<file path="config.mk">
export PLATFORM = sky130hd
export DESIGN_NAME = waterfall_line_writer
export DESIGN_NICKNAME = d
export VERILOG_FILES = /design/src/rtl/waterfall_line_writer.sv
export SDC_FILE = /design/constraint.sdc
export NUM_CORES = 1
export LEC_CHECK = 0
export ABC_AREA = 1
export ABC_CLOCK_PERIOD_IN_PS = 1560
export CORE_ASPECT_RATIO = 1.75
export CORE_MARGIN = 5
export CORE_UTILIZATION = 45
export DETAILED_ROUTE_END_ITERATION = 7
export HOLD_SLACK_MARGIN = 0.1
export PLACE_DENSITY = 0.76
export SLEW_MARGIN = 0
export SYNTH_ARGS = -nofsm -noshare
export SYNTH_HDL_FRONTEND = slang
export SYNTH_SLANG_ARGS = --single-unit
</file>
<file path="constraint.sdc">
create_clock -name i_clk -period 1.56 [get_ports i_clk]
set_input_delay 0.312 -clock i_clk [delete_from_list [all_inputs] [get_ports i_clk]]
set_output_delay 0.312 -clock i_clk [all_outputs]
set_load 0.01 [all_outputs]
</file>
<file path="src/rtl/waterfall_line_writer.sv">
// Waterfall line writer: on each line tick, reads every SDFT bin through the
// read/bin_addr handshake, then gain-scales and saturates each magnitude to a
// pixel. Each pixel is written into one row of a circular framebuffer.
//
// Ports
//   i_clk, i_reset      clock, synchronous active-high reset
//   i_line_tick         1-cycle request to capture a new line
//   i_gain              left shift applied to the magnitude (0..15)
//   i_sdft_ready        SDFT idle and able to accept a read
//   i_sdft_bin          SDFT magnitude for the addressed bin
//   o_sdft_read         SDFT read request
//   o_sdft_bin_addr     SDFT bin address
//   o_fb_we             framebuffer write strobe
//   o_fb_addr           framebuffer address {row, bin}
//   o_fb_data           pixel value
//   o_cur_row           last fully written row
//   o_line_done         1-cycle pulse after the last pixel of a line
//   o_overrun_cnt       dropped-tick count, saturating at 255
module waterfall_line_writer #(
  parameter int unsigned FREQ_W     = 16,
  parameter int unsigned LIMIT_BINS = 32,
  parameter int unsigned PIXEL_W    = 8,
  parameter int unsigned NUM_ROWS   = 32
) (
  input  logic                                          i_clk,
  input  logic                                          i_reset,
  input  logic                                          i_line_tick,
  input  logic [3:0]                                    i_gain,
  input  logic                                          i_sdft_ready,
  input  logic [FREQ_W-1:0]                             i_sdft_bin,
  output logic                                          o_sdft_read,
  output logic [$clog2(LIMIT_BINS)-1:0]                 o_sdft_bin_addr,
  output logic                                          o_fb_we,
  output logic [$clog2(NUM_ROWS)+$clog2(LIMIT_BINS)-1:0] o_fb_addr,
  output logic [PIXEL_W-1:0]                            o_fb_data,
  output logic [$clog2(NUM_ROWS)-1:0]                   o_cur_row,
  output logic                                          o_line_done,
  output logic [7:0]                                    o_overrun_cnt
);

  localparam int unsigned BIN_ADDR_W = $clog2(LIMIT_BINS);
  localparam int unsigned ROW_W      = $clog2(NUM_ROWS);
  localparam int unsigned FB_ADDR_W  = ROW_W + BIN_ADDR_W;
  localparam int unsigned CYC_W      = $clog2(LIMIT_BINS + 4) + 1;
  localparam int unsigned S_W        = FREQ_W + 15;

  // Cycle indices counted from the start edge: last address step, first and
  // last capture cycles (a capture at cycle n registers bin n-3).
  localparam logic [CYC_W-1:0] CYC_SWEEP_LAST = CYC_W'(LIMIT_BINS - 1);
  localparam logic [CYC_W-1:0] CYC_CAP_FIRST  = CYC_W'(3);
  localparam logic [CYC_W-1:0] CYC_CAP_LAST   = CYC_W'(LIMIT_BINS + 2);

  typedef enum logic [2:0] {
    S_IDLE,
    S_REQ,
    S_SWEEP,
    S_DRAIN,
    S_DONE
  } state_t;

  state_t                  r_state, w_state_nx;
  logic [CYC_W-1:0]        r_cyc, w_cyc_nx;
  logic                    r_pend, w_pend_nx;
  logic [ROW_W-1:0]        r_row, w_row_nx;
  logic                    r_read, w_read_nx;
  logic [BIN_ADDR_W-1:0]   r_bin_addr, w_bin_addr_nx;
  logic                    r_fb_we, w_fb_we_nx;
  logic [FB_ADDR_W-1:0]    r_fb_addr, w_fb_addr_nx;
  logic [PIXEL_W-1:0]      r_fb_data, w_fb_data_nx;
  logic [ROW_W-1:0]        r_cur_row, w_cur_row_nx;
  logic                    r_line_done, w_line_done_nx;
  logic [7:0]              r_overrun, w_overrun_nx;

  logic                    w_idle;
  logic                    w_start;
  logic                    w_drop;
  logic                    w_capture;
  logic [S_W-1:0]          w_shifted;
  logic [PIXEL_W-1:0]      w_pixel;

  // Gain scaling with saturation to full-scale pixel.
  assign w_shifted = {15'b0, i_sdft_bin} << i_gain;
  assign w_pixel   = (|w_shifted[S_W-1:PIXEL_W]) ? {PIXEL_W{1'b1}} : w_shifted[PIXEL_W-1:0];

  // Tick bookkeeping: a tick landing on the consume cycle is re-latched.
  assign w_idle    = (r_state == S_IDLE);
  assign w_start   = w_idle && r_pend && i_sdft_ready;
  assign w_drop    = i_line_tick && !w_start && (r_pend || !w_idle);
  assign w_capture = ((r_state == S_SWEEP) || (r_state == S_DRAIN)) && (r_cyc >= CYC_CAP_FIRST);

  // Next-state and next-output logic.
  always_comb begin
    w_state_nx     = r_state;
    w_cyc_nx       = r_cyc + CYC_W'(1);
    w_row_nx       = r_row;
    w_read_nx      = r_read;
    w_bin_addr_nx  = r_bin_addr;
    w_fb_we_nx     = 1'b0;
    w_fb_addr_nx   = r_fb_addr;
    w_fb_data_nx   = r_fb_data;
    w_cur_row_nx   = r_cur_row;
    w_line_done_nx = 1'b0;
    w_pend_nx      = w_start ? i_line_tick : (r_pend | (i_line_tick & w_idle));
    w_overrun_nx   = (w_drop && (r_overrun != 8'hFF)) ? r_overrun + 8'd1 : r_overrun;

    unique case (r_state)
      S_IDLE: begin
        w_cyc_nx = '0;
        if (w_start) begin
          w_state_nx    = S_REQ;
          w_read_nx     = 1'b1;
          w_bin_addr_nx = '0;
        end
      end
      S_REQ: begin
        w_state_nx = S_SWEEP;
      end
      S_SWEEP: begin
        w_bin_addr_nx = r_bin_addr + BIN_ADDR_W'(1);
        if (r_cyc == CYC_SWEEP_LAST) w_state_nx = S_DRAIN;
      end
      S_DRAIN: begin
        if (r_cyc == CYC_CAP_LAST) begin
          w_read_nx  = 1'b0;
          w_state_nx = S_DONE;
        end
      end
      S_DONE: begin
        w_line_done_nx = 1'b1;
        w_cur_row_nx   = r_row;
        w_row_nx       = r_row + ROW_W'(1);
        w_state_nx     = S_IDLE;
      end
      default: begin
        w_state_nx = S_IDLE;
      end
    endcase

    if (w_capture) begin
      w_fb_we_nx   = 1'b1;
      w_fb_addr_nx = {r_row, BIN_ADDR_W'(r_cyc - CYC_CAP_FIRST)};
      w_fb_data_nx = w_pixel;
    end
  end

  // State and output registers.
  always_ff @(posedge i_clk) begin
    if (i_reset) begin
      r_state     <= S_IDLE;
      r_cyc       <= '0;
      r_pend      <= 1'b0;
      r_row       <= '0;
      r_read      <= 1'b0;
      r_bin_addr  <= '0;
      r_fb_we     <= 1'b0;
      r_fb_addr   <= '0;
      r_fb_data   <= '0;
      r_cur_row   <= '0;
      r_line_done <= 1'b0;
      r_overrun   <= '0;
    end else begin
      r_state     <= w_state_nx;
      r_cyc       <= w_cyc_nx;
      r_pend      <= w_pend_nx;
      r_row       <= w_row_nx;
      r_read      <= w_read_nx;
      r_bin_addr  <= w_bin_addr_nx;
      r_fb_we     <= w_fb_we_nx;
      r_fb_addr   <= w_fb_addr_nx;
      r_fb_data   <= w_fb_data_nx;
      r_cur_row   <= w_cur_row_nx;
      r_line_done <= w_line_done_nx;
      r_overrun   <= w_overrun_nx;
    end
  end

  assign o_sdft_read     = r_read;
  assign o_sdft_bin_addr = r_bin_addr;
  assign o_fb_we         = r_fb_we;
  assign o_fb_addr       = r_fb_addr;
  assign o_fb_data       = r_fb_data;
  assign o_cur_row       = r_cur_row;
  assign o_line_done     = r_line_done;
  assign o_overrun_cnt   = r_overrun;

endmodule

</file>
==> summary.txt <==
Run status
  • Status: completed

Clock tree
  • CTS tree: built
  • Postcts setup bufs: 0
  • Clock Latency Late Sink: 0.30 ns
  • Root buf cell: clkbuf_8
  • Num CTS Buffers: 5
  • Clock-pin slew on the worst setup and hold paths: 0.10 ns
  • Clock net sink count: 55
  • H-tree levels: 2
  • CTS Buffer Depth: 2

Detailed routing
  • DR vias/cell: 5.16
  • Vias: 3094
  • DR WL/cell: 13.1 um
  • Post-Route WL: 7850 um
  • Routed Antenna Nets: 0
  • DRC: 0
  • DRT Pass-1 Iters: 4
  • Initial DRC Count: 128

Setup path
  • Worst Path Max Fanout: 2
  • Data arrival, critical path: 1.21 ns
  • CP Capture Type: output port
  • Delay-heaviest family, CP: buffers and inverters
  • Type of the worst setup path: reg2out
  • CP required: 1.25 ns
  • Crit-path cells: clkdlybuf4s50_1
  • Critical path buffers and inverters: 1
  • Max stage delay on crit path: 0.54 ns
  • Crit start category: register
  • Crit path max-delay cell type: clkdlybuf4s50_1

Floorplan
  • # IOs: 63
  • Die area: 7870 sq um
  • Core Area: 5930 sq um
  • Die Y: 114 um
  • Row cnt: 37
  • Horiz. Die Dim: 69.3 um
  • Initial Utilization: 46.7%

Timing
  • Fmax: 659 MHz
  • Fin Setup TNS: 0 ns
  • Hold Slack: 0.465 ns
  • Final period utilization: 97.3%
  • Final hold violation count: 0
  • RSZ-0062 raised after global routing: true
  • Post-layout min period: 1.52 ns
  • # setup viols final: 0
  • Clk_skew: 0.00552 ns
  • Slew @ Worst Pin: 0.272 ns
  • Max_slew headroom: 81.8%
  • Max Transition Viols Final: 0

Global route
  • Largest net degree at the start of global routing: 17
  • Number of global-route vias before repair: 2954
  • Tot GR Track Use: 18.5%
  • First-pass GRT wire length: 12200 um
  • GRT overflow: 0
  • Initial antenna violation count: 0

Logic synthesis
  • Yosys warns: 0
  • Post-synth EDFFs: 0
  • Synth top area cells: dfxtp_1, nand2_1, nand3_1
  • Prevailing post-synth register cell: dfxtp_1
  • Post-Synthesis Cell Area: 2770 sq um
  • Post-synth top area cell: dfxtp_1
  • Post-synth net total: 445
  • #FFs+latches synth: 55
  • Post-synth top area share: 39.8%
  • FFs w/ async S/R, synth: 0%
  • Gate Count Post-Synth: 416
  • Most numerous cell in the Yosys netlist: nand2_1
  • Seq/Total Area, Yosys: 39.8%
  • Yosys cell types: 32
  • Synth top cells by count: nand2_1, nor2_1, dfxtp_1
  • Mean Syn Cell Area: 6.65 sq um

Place
  • Placer Congestion: 0.908
  • Port bufs: 62
  • Dpl hpwl: 5950 um
  • Post-Place Cell Area: 3780 sq um

Worst hold path
  • Hold Crit Class: reg2reg

Pwr
  • Leakage: 2.14 nW
  • Total power: 3.47 mW
  • PwrDens: 827 nW/um^2
  • VDD IR max: 0.453 mV

Finish
  • Nets: 550
  • Antenna diode count: 0
  • Share of cells above drive strength 1: 25.7%
  • Area growth syn-to-layout: 51.8%
  • Finished layout cell area: 4200 sq um

Job
  • Max Cap Viol: 0
==> cell usage in the layout, fill, tap and decap left out, types with 17 or more instances in the layout <==
master / instances
inv_1: 41
o21ai_0: 23
nand2_1: 79
dfxtp_1: 49
buf_4: 46
nor2_1: 50
nand2_2: 17
a21oi_1: 33
clkdlybuf4s50_1: 26
nand3_2: 22
nand3_1: 24
dlymetal6s2s_1: 22
==> registers in the layout (all words and copies together) (netlist names) <==
signal,flops
o_sdft_bin_addr,5
o_fb_data,8
o_cur_row,5
o_overrun_cnt,8
r_cyc,7
r_row,5
o_sdft_read,1
r_state,3
o_line_done,1
r_pend,1
o_fb_addr,10
o_fb_we,1
==> final timing paths <==
path                                  start                   endpoint  slack, ns  cells past startpoint
setup / recovery  o_fb_data[4]$_SDFFE_PP0P_               o_fb_data[4]       0.04                      1
hold / removal    o_cur_row[1]$_SDFFE_PP0P_  o_cur_row[1]$_SDFFE_PP0P_       0.47                      2
setup reg to reg        r_cyc[0]$_SDFF_PP0_  o_fb_data[1]$_SDFFE_PP0P_       0.06                     10
hold reg to reg   o_cur_row[1]$_SDFFE_PP0P_  o_cur_row[1]$_SDFFE_PP0P_       0.47                      2
==> kinds of logic after synthesis <==
family	after synthesis	share of synthesized area, %
and+or+nand+nor	219	34.1
AOI/OAI and AO/OA	73	13.8
buffers and inverters	60	8.73
DFF	55	39.8
adders and majority gates	5	2.26
xor gates and xnor gates	4	1.27
==> layer usage <==
layer,up-vias,track usage (%),share of wire (%)
met5,-,0,0
met4,0,9.00,2.9
met3,17,2.56,3.5
met2,80,38.1,57
met1,1440,17.2,37
li1,1557,-,-
==> power breakdown <==
group,switching [mW],internal (mW)
Sequential,0.0598,1.49
Combinational,0.623,0.532
Clock,0.453,0.315
==> through the flow <==
stage          setup slack, ns  util [%]  std cells
6_report                0.0418      70.8        600
5_1_grt                -0.0575      70.8        600
4_1_cts               0.000707      65.7        601
3_5_place_dp            -0.553      63.8        592
3_3_place_gp            -0.480      63.8        592
2_1_floorplan           0.0686         -        416
==> timing repair <==
action                                 CTS  global route
gates resized for setup                 30            98
pin swaps                                4            28
setup endpoints to repair               29            40
endpoints found under the hold margin    0             0
hold buffers                             0             0
gates cloned                             1             0
==> final cells by class <==
class | count | area, sq um
Fill cell | 513 | 1730
Multi-Input combinational cell | 301 | 1690
Sequential cell | 55 | 1110
Timing Repair Buffer | 110 | 1020
Inverter | 48 | 185
Tap cell | 78 | 97.6
Clock buffer | 6 | 72.6
Clock inverter | 2 | 12.5
Power figures use the tool's default switching activity.
